File: config.mk
export PLATFORM = sky130hd
export DESIGN_NAME = led_seq_ctrl_flat
export DESIGN_NICKNAME = d
export VERILOG_FILES = /design/src/rtl/led_seq_ctrl_pkg.sv /design/src/rtl/led_seq_ctrl_if.sv /design/src/rtl/led_seq_ctrl_tick.sv /design/src/rtl/led_seq_ctrl.sv /design/src/flat_wrapper.sv
export SDC_FILE = /design/constraint.sdc
export NUM_CORES = 1
export LEC_CHECK = 0
export BUFFER_PORTS_ARGS = -buffer_cell sky130_fd_sc_hd__buf_2
export CAP_MARGIN = 5
export CORE_MARGIN = 3
export CORE_UTILIZATION = 48
export DETAILED_ROUTE_END_ITERATION = 6
export GPL_TIMING_DRIVEN = 0
export PLACE_DENSITY = 0.67
export SKIP_LAST_GASP = 1
export SYNTH_ARGS = -nofsm -noshare
export SYNTH_HDL_FRONTEND = slang
export SYNTH_SLANG_ARGS = --single-unit
File: constraint.sdc
create_clock -name clk -period 2.61 [get_ports clk]
set_clock_uncertainty 0.05 [all_clocks]
set_input_delay 0.3915 -clock clk [delete_from_list [all_inputs] [get_ports clk]]
set_output_delay 0.3915 -clock clk [all_outputs]
set_load 0.005 [all_outputs]
File: src/rtl/led_seq_ctrl_pkg.sv
// Shared constants for the LED sequencer: CSR map, CTRL/STATUS bit positions,
// FSM state and PIO grant encodings.
package led_seq_pkg;

  localparam logic [2:0] ADDR_CTRL     = 3'd0;
  localparam logic [2:0] ADDR_DIRECT   = 3'd1;
  localparam logic [2:0] ADDR_PERIOD   = 3'd2;
  localparam logic [2:0] ADDR_STATUS   = 3'd3;
  localparam logic [2:0] ADDR_PATTERN0 = 3'd4;

  localparam int CTRL_RUN      = 0;
  localparam int CTRL_MODE     = 1;
  localparam int CTRL_ONE_SHOT = 2;
  localparam int CTRL_LAST_LO  = 4;

  localparam int STAT_RUN       = 0;
  localparam int STAT_DIR_PEND  = 1;
  localparam int STAT_STEP_PEND = 2;
  localparam int STAT_IDX_LO    = 4;
  localparam int STAT_DIR_OVR   = 8;
  localparam int STAT_STEP_OVR  = 9;

  typedef enum logic {
    ST_IDLE  = 1'b0,
    ST_ISSUE = 1'b1
  } state_e;

  typedef enum logic {
    GNT_DIR  = 1'b0,
    GNT_STEP = 1'b1
  } grant_e;

endpackage

File: src/rtl/led_seq_ctrl_if.sv
// CSR slave port plus the Avalon-MM write port toward the LED PIO.
// The slave modport is the sequencer's view; master is the CPU/PIO side.
interface led_seq_ctrl_if;
  logic [2:0]  csr_address;
  logic        csr_chipselect;
  logic        csr_write_n;
  logic [31:0] csr_writedata;
  logic [31:0] csr_readdata;
  logic [1:0]  pio_address;
  logic        pio_chipselect;
  logic        pio_write_n;
  logic [31:0] pio_writedata;

  modport slave (
    input  csr_address, csr_chipselect, csr_write_n, csr_writedata,
    output csr_readdata,
    output pio_address, pio_chipselect, pio_write_n, pio_writedata
  );

  modport master (
    output csr_address, csr_chipselect, csr_write_n, csr_writedata,
    input  csr_readdata,
    input  pio_address, pio_chipselect, pio_write_n, pio_writedata
  );
endinterface

File: src/rtl/led_seq_ctrl_tick.sv
// Step period down-counter: load sets it to load_val, en counts down, and tick
// fires combinationally in the cycle the count sits at 0 (auto-reload next edge).
module led_seq_tick #(
  parameter int WIDTH = 24
) (
  input  logic             clk,
  input  logic             reset_n,
  input  logic             load,
  input  logic             en,
  input  logic [WIDTH-1:0] load_val,
  output logic             tick
);

  logic [WIDTH-1:0] cnt_q, cnt_d;

  assign tick = en && !load && (cnt_q == '0);

  always_comb begin
    cnt_d = cnt_q;
    if (load) begin
      cnt_d = load_val;
    end else if (en) begin
      cnt_d = tick ? load_val : cnt_q - WIDTH'(1);
    end
  end

  always_ff @(posedge clk or negedge reset_n) begin
    if (!reset_n) cnt_q <= '0;
    else          cnt_q <= cnt_d;
  end

endmodule

File: src/rtl/led_seq_ctrl.sv
// LED pattern sequencer and round-robin writer of the PIO: CPU direct writes and a
// step engine share one port; grant-to-strobe is 1 cycle, strobes at least 2 apart.
module led_seq_ctrl
  import led_seq_pkg::*;
#(
  parameter int          LED_WIDTH    = 19,
  parameter int          PERIOD_WIDTH = 24,
  parameter int unsigned PERIOD_RESET = 999_999
) (
  input  logic          clk,
  input  logic          reset_n,
  led_seq_ctrl_if.slave bus
);

  state_e                  state_q, state_d;
  grant_e                  grant_q, grant_d, last_grant_q, last_grant_d, gnt;
  logic                    run_q, run_d, mode_q, mode_d, one_shot_q, one_shot_d;
  logic [1:0]              last_idx_q, last_idx_d, idx_q, idx_d;
  logic [PERIOD_WIDTH-1:0] period_q, period_d;
  logic [LED_WIDTH-1:0]    shadow_q, shadow_d, dir_dat_q, dir_dat_d, pio_dat_q, pio_dat_d;
  logic [LED_WIDTH-1:0]    pattern_q [4];
  logic [LED_WIDTH-1:0]    pattern_d [4];
  logic                    dir_pend_q, dir_pend_d, step_pend_q, step_pend_d;
  logic                    dir_ovr_q, dir_ovr_d, step_ovr_q, step_ovr_d;
  logic                    first_q, first_d, stop_q, stop_d;

  logic [31:0]          wdata;
  logic [LED_WIDTH-1:0] step_val;
  logic                 wr, wr_ctrl, wr_dir, wr_period, wr_status, wr_pat;
  logic                 run_rise, run_fall, tick, clr_dir, clr_step;
  logic                 unused_ok;

  assign wdata     = bus.csr_writedata;
  assign unused_ok = ^wdata;
  assign wr        = bus.csr_chipselect && !bus.csr_write_n;
  assign wr_ctrl   = wr && (bus.csr_address == ADDR_CTRL);
  assign wr_dir    = wr && (bus.csr_address == ADDR_DIRECT);
  assign wr_period = wr && (bus.csr_address == ADDR_PERIOD);
  assign wr_status = wr && (bus.csr_address == ADDR_STATUS);
  assign wr_pat    = wr && bus.csr_address[2];
  assign run_rise  = wr_ctrl && wdata[CTRL_RUN] && !run_q;
  assign run_fall  = wr_ctrl && !wdata[CTRL_RUN] && run_q;
  assign clr_dir   = (state_q == ST_ISSUE) && (grant_q == GNT_DIR);
  assign clr_step  = (state_q == ST_ISSUE) && (grant_q == GNT_STEP);

  led_seq_tick #(.WIDTH(PERIOD_WIDTH)) u_tick (
    .clk      (clk),
    .reset_n  (reset_n),
    .load     (run_rise),
    .en       (run_q),
    .load_val (period_q),
    .tick     (tick)
  );

  // On a tie the requester that did not win last time gets the port.
  always_comb begin
    gnt = GNT_STEP;
    if (dir_pend_q && (!step_pend_q || last_grant_q == GNT_STEP)) gnt = GNT_DIR;
  end

  always_comb begin
    step_val = pattern_q[idx_q];
    if (mode_q) begin
      step_val = first_q ? pattern_q[0] : {shadow_q[LED_WIDTH-2:0], shadow_q[LED_WIDTH-1]};
    end
  end

  always_comb begin
    state_d      = state_q;
    grant_d      = grant_q;
    last_grant_d = last_grant_q;
    run_d        = run_q;
    mode_d       = mode_q;
    one_shot_d   = one_shot_q;
    last_idx_d   = last_idx_q;
    idx_d        = idx_q;
    period_d     = period_q;
    shadow_d     = shadow_q;
    dir_dat_d    = dir_dat_q;
    pio_dat_d    = pio_dat_q;
    pattern_d    = pattern_q;
    dir_ovr_d    = dir_ovr_q;
    step_ovr_d   = step_ovr_q;
    first_d      = first_q;
    stop_d       = stop_q;

    // W1C first so a same-cycle overflow event still lands.
    if (wr_status && wdata[STAT_DIR_OVR])  dir_ovr_d  = 1'b0;
    if (wr_status && wdata[STAT_STEP_OVR]) step_ovr_d = 1'b0;

    dir_pend_d = dir_pend_q && !clr_dir;
    if (wr_dir) begin
      dir_dat_d  = wdata[LED_WIDTH-1:0];
      dir_pend_d = 1'b1;
      if (dir_pend_q && !clr_dir) dir_ovr_d = 1'b1;
    end

    step_pend_d = step_pend_q && !clr_step;
    if (tick) begin
      step_pend_d = 1'b1;
      if (step_pend_q && !clr_step) step_ovr_d = 1'b1;
    end

    case (state_q)
      ST_IDLE: begin
        if (dir_pend_q || step_pend_q) begin
          state_d      = ST_ISSUE;
          grant_d      = gnt;
          last_grant_d = gnt;
          stop_d       = 1'b0;
          if (gnt == GNT_DIR) begin
            // Forward a DIRECT write landing this cycle so the newest value wins.
            pio_dat_d = dir_dat_d;
          end else begin
            pio_dat_d = step_val;
            first_d   = 1'b0;
            if (!mode_q) begin
              idx_d  = (idx_q == last_idx_q) ? 2'd0 : idx_q + 2'd1;
              stop_d = one_shot_q && (idx_q == last_idx_q);
            end
          end
        end
      end
      ST_ISSUE: begin
        state_d  = ST_IDLE;
        shadow_d = pio_dat_q;
        if (grant_q == GNT_STEP && stop_q) begin
          run_d       = 1'b0;
          step_pend_d = 1'b0;
        end
      end
      default: state_d = ST_IDLE;
    endcase

    if (wr_ctrl) begin
      run_d      = wdata[CTRL_RUN];
      mode_d     = wdata[CTRL_MODE];
      one_shot_d = wdata[CTRL_ONE_SHOT];
      last_idx_d = wdata[CTRL_LAST_LO +: 2];
    end
    if (run_rise) begin
      step_pend_d = 1'b1;
      idx_d       = 2'd0;
      first_d     = 1'b1;
    end
    if (run_fall) step_pend_d = 1'b0;
    if (wr_period) period_d = wdata[PERIOD_WIDTH-1:0];
    if (wr_pat) pattern_d[bus.csr_address[1:0]] = wdata[LED_WIDTH-1:0];
  end

  always_comb begin
    bus.csr_readdata = '0;
    case (bus.csr_address)
      ADDR_CTRL: begin
        bus.csr_readdata[CTRL_RUN]          = run_q;
        bus.csr_readdata[CTRL_MODE]         = mode_q;
        bus.csr_readdata[CTRL_ONE_SHOT]     = one_shot_q;
        bus.csr_readdata[CTRL_LAST_LO +: 2] = last_idx_q;
      end
      ADDR_DIRECT: bus.csr_readdata = 32'(shadow_q);
      ADDR_PERIOD: bus.csr_readdata = 32'(period_q);
      ADDR_STATUS: begin
        bus.csr_readdata[STAT_RUN]         = run_q;
        bus.csr_readdata[STAT_DIR_PEND]    = dir_pend_q;
        bus.csr_readdata[STAT_STEP_PEND]   = step_pend_q;
        bus.csr_readdata[STAT_IDX_LO +: 2] = idx_q;
        bus.csr_readdata[STAT_DIR_OVR]     = dir_ovr_q;
        bus.csr_readdata[STAT_STEP_OVR]    = step_ovr_q;
      end
      default: bus.csr_readdata = 32'(pattern_q[bus.csr_address[1:0]]);
    endcase
  end

  assign bus.pio_address    = 2'd0;
  assign bus.pio_chipselect = (state_q == ST_ISSUE);
  assign bus.pio_write_n    = (state_q != ST_ISSUE);
  assign bus.pio_writedata  = 32'(pio_dat_q);

  always_ff @(posedge clk or negedge reset_n) begin
    if (!reset_n) begin
      state_q      <= ST_IDLE;
      grant_q      <= GNT_DIR;
      last_grant_q <= GNT_STEP;
      run_q        <= 1'b0;
      mode_q       <= 1'b0;
      one_shot_q   <= 1'b0;
      last_idx_q   <= 2'd0;
      idx_q        <= 2'd0;
      period_q     <= PERIOD_WIDTH'(PERIOD_RESET);
      shadow_q     <= '0;
      dir_dat_q    <= '0;
      pio_dat_q    <= '0;
      dir_pend_q   <= 1'b0;
      step_pend_q  <= 1'b0;
      dir_ovr_q    <= 1'b0;
      step_ovr_q   <= 1'b0;
      first_q      <= 1'b0;
      stop_q       <= 1'b0;
      for (int i = 0; i < 4; i++) pattern_q[i] <= '0;
    end else begin
      state_q      <= state_d;
      grant_q      <= grant_d;
      last_grant_q <= last_grant_d;
      run_q        <= run_d;
      mode_q       <= mode_d;
      one_shot_q   <= one_shot_d;
      last_idx_q   <= last_idx_d;
      idx_q        <= idx_d;
      period_q     <= period_d;
      shadow_q     <= shadow_d;
      dir_dat_q    <= dir_dat_d;
      pio_dat_q    <= pio_dat_d;
      dir_pend_q   <= dir_pend_d;
      step_pend_q  <= step_pend_d;
      dir_ovr_q    <= dir_ovr_d;
      step_ovr_q   <= step_ovr_d;
      first_q      <= first_d;
      stop_q       <= stop_d;
      for (int i = 0; i < 4; i++) pattern_q[i] <= pattern_d[i];
    end
  end

endmodule

File: src/flat_wrapper.sv
// flat-port wrapper written by rule: the top's interface ports become plain ports
module led_seq_ctrl_flat import led_seq_pkg::*;
#(
  parameter int          LED_WIDTH    = 19,
  parameter int          PERIOD_WIDTH = 24,
  parameter int unsigned PERIOD_RESET = 999_999
)
  (clk, reset_n, bus_csr_address, bus_csr_chipselect, bus_csr_write_n, bus_csr_writedata, bus_csr_readdata, bus_pio_address, bus_pio_chipselect, bus_pio_write_n, bus_pio_writedata);
  led_seq_ctrl_if bus_i ();
  input  logic clk;
  input  logic reset_n;
  input wire logic [$bits(bus_i.csr_address)-1:0] bus_csr_address;
  input wire logic [$bits(bus_i.csr_chipselect)-1:0] bus_csr_chipselect;
  input wire logic [$bits(bus_i.csr_write_n)-1:0] bus_csr_write_n;
  input wire logic [$bits(bus_i.csr_writedata)-1:0] bus_csr_writedata;
  output wire logic [$bits(bus_i.csr_readdata)-1:0] bus_csr_readdata;
  output wire logic [$bits(bus_i.pio_address)-1:0] bus_pio_address;
  output wire logic [$bits(bus_i.pio_chipselect)-1:0] bus_pio_chipselect;
  output wire logic [$bits(bus_i.pio_write_n)-1:0] bus_pio_write_n;
  output wire logic [$bits(bus_i.pio_writedata)-1:0] bus_pio_writedata;
  assign bus_i.csr_address = bus_csr_address;
  assign bus_i.csr_chipselect = bus_csr_chipselect;
  assign bus_i.csr_write_n = bus_csr_write_n;
  assign bus_i.csr_writedata = bus_csr_writedata;
  assign bus_csr_readdata = bus_i.csr_readdata;
  assign bus_pio_address = bus_i.pio_address;
  assign bus_pio_chipselect = bus_i.pio_chipselect;
  assign bus_pio_write_n = bus_i.pio_write_n;
  assign bus_pio_writedata = bus_i.pio_writedata;
  led_seq_ctrl #(.LED_WIDTH(LED_WIDTH), .PERIOD_WIDTH(PERIOD_WIDTH), .PERIOD_RESET(PERIOD_RESET)) u_core (.clk(clk), .reset_n(reset_n), .bus(bus_i));
endmodule
==> results of run 1 <==
[cell type report]
cell class | instances | share of cell area, %
clock inverter | 14 | 1.71
buffer | 82 | 3.85
multi-input combinational | 570 | 41.7
timing repair buffer | 74 | 3.44
clock buffer | 18 | 3.70
tap | 275 | 2.90
sequential | 197 | 41.7
inverter | 31 | 0.981
[cells in the final DEF, fill, tap and decap left out, types with 23 or more instances in the layout]
cell      count
mux4_2       42
o21ai_0      49
dfrtp_1     183
inv_1        31
buf_4        28
nand2_1      85
buf_2        83
conb_1       23
mux2i_1      45
mux2_2      132
clkbuf_1     30
[per-stage QoR]
stage | instance area [um^2] | instances | worst slack [ns] | setup TNS [ns] | utilization (%)
2_1_floorplan | 10400 | 883 | 0.360 | 0 | -
3_3_place_gp | 11100 | 1230 | -2.34 | -456.95 | 52.8
3_5_place_dp | 11200 | 1231 | -0.661 | -16.00 | 53.0
4_1_cts | 11800 | 1262 | 0.00233 | 0 | 56.2
5_1_grt | 11900 | 1261 | -0.00280 | -0.00280 | 56.3
6_report | 11900 | 1261 | 0.101 | 0 | 56.3
[critical path, cell delays in order (launching register included)]
cell,delay (ns)
dfrtp_2,0.51
buf_4,0.24
mux4_2,0.48
mux2_2,0.28
buf_2,0.13
[cells by family (layout without fill, tap and decap cells)]
family	after synthesis	in the layout
xor+xnor	4	4
other cells	1	23
simple gates	187	187
flops	197	197
fa+ha+maj	2	2
mux	220	220
compound gates	134	134
buf+inv	116	219
[how the worst max path moves through the flow]
stage	slack, ns	startpoint	cells after the start	endpoint
4_1_cts	0.002	bus_csr_address[0]	6	bus_csr_readdata[3]
5_1_grt	-0.003	u_core.u_tick.cnt_q[6]$_DFFE_PN0P_	5	u_core.u_tick.cnt_q[15]$_DFFE_PN0P_
3_5_place_dp	-0.66	bus_csr_address[1]	8	bus_csr_readdata[18]
6_report	0.10	u_core.idx_q[0]$_DFFE_PN0P_	4	bus_csr_readdata[4]
2_1_floorplan	0.36	bus_csr_address[1]	6	bus_csr_readdata[0]
3_3_place_gp	-2.34	reset_n	1	u_core.pattern_q[12]$_DFFE_PN0P_
[timing repair]
item | in CTS | in global routing
hold buffers | 1 | 0
gates resized for setup | 16 | 8
endpoints found under the setup margin | 19 | 27
hold endpoints to repair | 47 | 0
pin swaps | 0 | 0
[registers in the layout, summed over array words and instances (netlist names), 2 cells and up]
signal               flops
u_core.dir_dat_q        19
u_core.idx_q             2
u_core.last_idx_q        2
u_core.pattern_q        76
u_core.period_q         24
u_core.pio_dat_q        19
u_core.shadow_q         19
u_core.u_tick.cnt_q     24
[power breakdown]
group / total, uW / switching [uW] / leakage [uW] / internal [uW]
sequential: 4750 / 805 / 0.00239 / 3940
clock: 2830 / 1330 / 0.000313 / 1510
combinational: 3170 / 1550 / 0.00248 / 1610
[layer usage]
layer	track usage, %	share of wire [%]	up-vias
met5	0	0	-
met4	8.27	2.3	0
met3	4.86	7.7	42
met2	39.9	48	297
met1	34.0	42	3858
li1	-	-	3377
==> results by group, run 1 <==
Routing
  – WL final: 28700 um
  – Drt drc: 0
  – Detailed-route via count: 7574
  – Drt initial violations: 693
  – Post-route ant nets: 0
  – Via density: 6.01
  – Post-DR wirelength/cell: 22.7 um
  – First-pass DRT Iterations: 5

Final layout
  – Multi-input gate area in the final layout: 0.00495 mm^2
  – N_diodes: 0
  – Layout Nets: 1014
  – Sequential cell area: 0.00495 mm^2
  – Fill cells: 1824
  – Fraction of layout cells with a size suffix above 1: 36.0%
  – Area grow syn2layout: 14.7%

Worst hold path
  – Hold crit path type: input port to flip-flop
  – Hold endpoint: u_core.period_q[20]$_DFFE_PN0P_
  – Hold Path Cell Cnt: 2
  – Worst Hold Launch: bus_csr_writedata[20]

STA
  – Minimum clock period after layout: 2.51 ns
  – Pins Over Slew Limit: 0
  – Fmax: 399 MHz
  – Slew @ Worst Pin: 1.06 ns
  – Hold_ws: 0.141 ns
  – Max-slew headroom: 29.7%
  – Final setup vio count: 0
  – Final Hold Viols: 0
  – Final Cycle Share: 96.1%

Clocking
  – Root Buffer: clkbuf_16
  – Total CTS buffers: 17
  – CTS sink cnt: 197
  – H-tree levels: 4
  – Worst-Skew Late Latency: 0.44 ns
  – Clock-pin slew on the worst setup and hold paths: 0.08 ns
  – Worst-case clock buffer depth: 2
  – Post-CTS setup repair buffer count: 0
  – CTS tree: done

Die
  – Core footprint: 0.0211 mm^2
  – I/O pin total: 107
  – Die Area: 0.0233 mm^2
  – FP Rows: 53
  – Initial Util: 49.1%
  – Chip height: 153 um
  – Die width: 153 um

Logic synthesis
  – Largest family of logic cells by synthesized area: multiplexers
  – Compound-Gate Fraction of Synth Area: 8.84%
  – Yosys top cell by area: dfrtp_1
  – Most common flop cell mapped by yosys: dfrtp_1
  – Mean Syn Cell Area: 12.0 um^2
  – Synth warnings: 0
  – Simple-gate share of the synthesized area: 9.36%
  – Synth Area in Adders: 0.242%
  – Asr flop ratio synth: 100%
  – Cells after synthesis: 861
  – Main area contributors after synthesis: dfrtp_1, mux2_2, mux4_2
  – Multiplexer share of the synthesized area: 28.0%
  – Post-synth design cell area: 0.0103 mm^2
  – Top cell type's share of synthesized area: 44.5%
  – Post-Synth XOR/XNOR Area: 0.339%
  – Top-count cell post-synth: dfrtp_1
  – Count of different cell masters after synthesis: 64
  – Number of synthesized flops with an enable pin: 0
  – Seq/Total Area, Yosys: 47.8%
  – Synth top cells by count: dfrtp_1, mux2_2, nand2_1
  – Yosys reg bits: 197

Power and ir drop
  – Overall power: 10700 uW
  – Worst vdd rail ir drop: 416 uV
  – Pwr/cell area: 906 mW/mm^2
  – Leakage: 0.00519 uW

Worst setup path
  – Setup CP Type: flip-flop to output port
  – Startpoint types: flip-flop
  – CP Data Required Time: 2.17 ns
  – Crit path DAT: 2.07 ns
  – Worst Reg-to-Reg Cells: 5
  – R2R Setup Slk: 0.13 ns
  – CP Max Fanout: 10
  – Crit end category: output port
  – Reg2reg end: u_core.u_tick.cnt_q[7]$_DFFE_PN0P_
  – Worst r2r src: u_core.u_tick.cnt_q[10]$_DFFE_PN0P_

Placed design
  – Dpl hpwl: 19700 um
  – Port bufs: 72
  – RePlAce Congestion: 0.872

Global routing
  – Total gr overflow: 0
  – Vias in the first global route: 7608
  – Pin count of the biggest net entering global routing: 102
  – Tot GR Track Use: 24.8%
  – Initial antenna violation count: 0
  – First-pass GRT wire length: 44500 um

Job
  – Max_cap viols: 0

Outcome
  – Status: complete, no violations
Note: power is estimated with default switching activity, not from simulation.
==> inputs of run 2 (changes only) <==
- CORE_UTILIZATION: 48 -> 35
- HOLD_SLACK_MARGIN: unset -> 0.08
- PLACE_DENSITY: 0.67 -> unset
==> run 2 against run 1 <==
Wire length is 3.5% higher. Hold slack worse by 0.0091 ns. Design area rose by 1.1%. Register-to-register slack hardly changed. Global-route usage fell by 5.8 points. Largest cell class unchanged. Highest routed layer unchanged.
==> results by group, run 2 (synthesis gave the netlist of run 1 again) <==
Die
  – Initial Util: 35.7%
  – Die Area: 0.0317 mm^2
  – FP Rows: 62
  – Core footprint: 0.0289 mm^2
  – Chip height: 178 um
  – I/O pin total: 107
  – Die width: 178 um

Clocking
  – H-tree levels: 4
  – Clock-pin slew on the worst setup and hold paths: 0.08 ns
  – Total CTS buffers: 17
  – Post-CTS setup repair buffer count: 0
  – CTS sink cnt: 197
  – CTS tree: done
  – Root Buffer: clkbuf_16
  – Worst-Skew Late Latency: 0.45 ns
  – Worst-case clock buffer depth: 2

Power and ir drop
  – Leakage: 0.00519 uW
  – Worst vdd rail ir drop: 469 uV
  – Overall power: 10700 uW
  – Pwr/cell area: 890 mW/mm^2

Final layout
  – Most frequent cells in the layout: dfrtp_1, mux2_2, nand2_1, buf_2, o21ai_0
  – Fraction of layout cells with a size suffix above 1: 36.0%
  – Layout Nets: 1014
  – Area grow syn2layout: 15.9%
  – Max reg flops: 76
  – Most common cell after layout, fill and taps aside: dfrtp_1
  – Largest Register: u_core.pattern_q
  – Largest regs: u_core.pattern_q x76, u_core.period_q x24, u_core.u_tick.cnt_q x24

Global routing
  – Initial antenna violation count: 1
  – Pin count of the biggest net entering global routing: 117
  – Vias in the first global route: 7296
  – Total gr overflow: 0
  – Tot GR Track Use: 19.0%
  – First-pass GRT wire length: 45000 um

STA
  – Final Hold Viols: 0
  – Max-slew headroom: 30.9%
  – Final setup vio count: 0
  – Final Cycle Share: 96.8%
  – Setup WS post-layout: 0.0829 ns
  – Fmax: 396 MHz
  – Slew @ Worst Pin: 1.04 ns
  – Pins Over Slew Limit: 0
  – Minimum clock period after layout: 2.53 ns

Worst hold path
  – Worst Hold Launch: bus_csr_writedata[23]
  – Hold crit path type: input port to flip-flop

Placed design
  – Setup WS pre-CTS: -0.729 ns
  – Port bufs: 72
  – RePlAce Congestion: 0.865
  – Dpl hpwl: 20500 um

Worst setup path
  – Crit path DAT: 2.09 ns
  – Worst path bufs/invs: 2
  – CP Depth: 4
  – Worst Reg-to-Reg Cells: 5
  – Critical path, cell by cell: buf_4 > mux4_2 > mux2_2 > buf_2
  – CP Max Fanout: 10
  – R2R Setup Slk: 0.14 ns
  – Startpoint types: flip-flop
  – Worst stage delay on the critical path: 0.51 ns
  – Setup CP Type: flip-flop to output port
  – CP Data Required Time: 2.17 ns
  – Slowest-stage cell, CP: dfrtp_2
  – Crit path to: bus_csr_readdata[4]
  – Crit end category: output port
  – Critical path's top delay family: multiplexers
  – Reg2reg end: u_core.u_tick.cnt_q[4]$_DFFE_PN0P_
  – Worst r2r src: u_core.u_tick.cnt_q[10]$_DFFE_PN0P_
  – CP Launch Point: u_core.idx_q[0]$_DFFE_PN0P_

Routing
  – First-pass DRT Iterations: 7
  – Via density: 5.50
  – Drt drc: 0
  – Drt initial violations: 671
  – Detailed-route via count: 7542
  – Post-route ant nets: 0
  – Post-DR wirelength/cell: 21.6 um
  – WL final: 29600 um

Outcome
  – Status: complete, no violations

Job
  – Max_cap viols: 0
==> run 2: changes by cell type in the layout (fill, tap and decap cells not counted), sizes merged <==
| cell | change |
|---|---|
| bufinv | -2 |
| clkinv | +2 |
| buf | -1 |
| clkinvlp | +1 |
| diode | +1 |
==> run 2: per-layer routing <==
metal	vias to the layer above	track usage (%)	wire [um]
met1	3893	26.3	13100
li1	3383	-	-
met4	0	5.40	469
met5	-	0	0
met2	236	30.5	14200
met3	30	3.59	1860
==> run 2: how the worst min path moves through the flow <==
stage	endpoint	cells after the start
global placement	u_core.dir_dat_q[4]$_DFF_PN0_	2
global route	u_core.period_q[22]$_DFFE_PN0P_	2
detailed placement	u_core.period_q[23]$_DFFE_PN0P_	1
floorplan	u_core.bus.pio_chipselect$_DFF_PN0_	0
finish	u_core.period_q[23]$_DFFE_PN0P_	2
CTS	u_core.period_q[23]$_DFFE_PN0P_	2
==> run 2: layout make-up <==
type	instances	area (um^2)
Multi-Input combinational cell	570	4950
Sequential cell	197	4950
Tap cell	384	480
Inverter	31	116
Clock buffer	17	425
Fill cell	2725	16900
Clock inverter	15	196
Timing Repair Buffer	74	408
Buffer	82	462
Antenna cell	1	2.50
==> run 2: power by group <==
group          internal, uW  switching [uW]  leakage (uW)  total (uW)
sequential             3940             810       0.00239        4750
combinational          1610            1560       0.00250        3170
clock                  1320            1420      0.000298        2750
==> run 2: per-stage QoR <==
step / instances / util [%] / area [um^2] / setup TNS, ns / hold WS (ns)
after global routing: 1371 / 41.4 / 12000 / -0.000420 / 0.125
after floorplan: 883 / - / 10400 / 0 / 0.0459
after detailed placement: 1340 / 39.1 / 11300 / -21.33 / 0.381
after global placement: 1339 / 38.9 / 11300 / -469.23 / 0.413
final: 1371 / 41.4 / 12000 / 0 / 0.132
after CTS: 1371 / 41.4 / 12000 / 0 / 0.120
==> run 2: worst register-to-register path, cell delays in order, from the launching register on <==
cell and delay [ns]:
dfrtp_1 0.45, or4_4 0.59, nor4_4 0.34, a21oi_2 0.21
clkbuf_1 0.33, a221o_1 0.39
==> run 2: timing repair <==
| item | in CTS | in global routing |
|---|---|---|
| hold buffers | 1 | 0 |
| endpoints found under the setup margin | 23 | 38 |
| resized for setup | 17 | 9 |
| hold endpoints to repair | 76 | 0 |
| cloned | 0 | 0 |
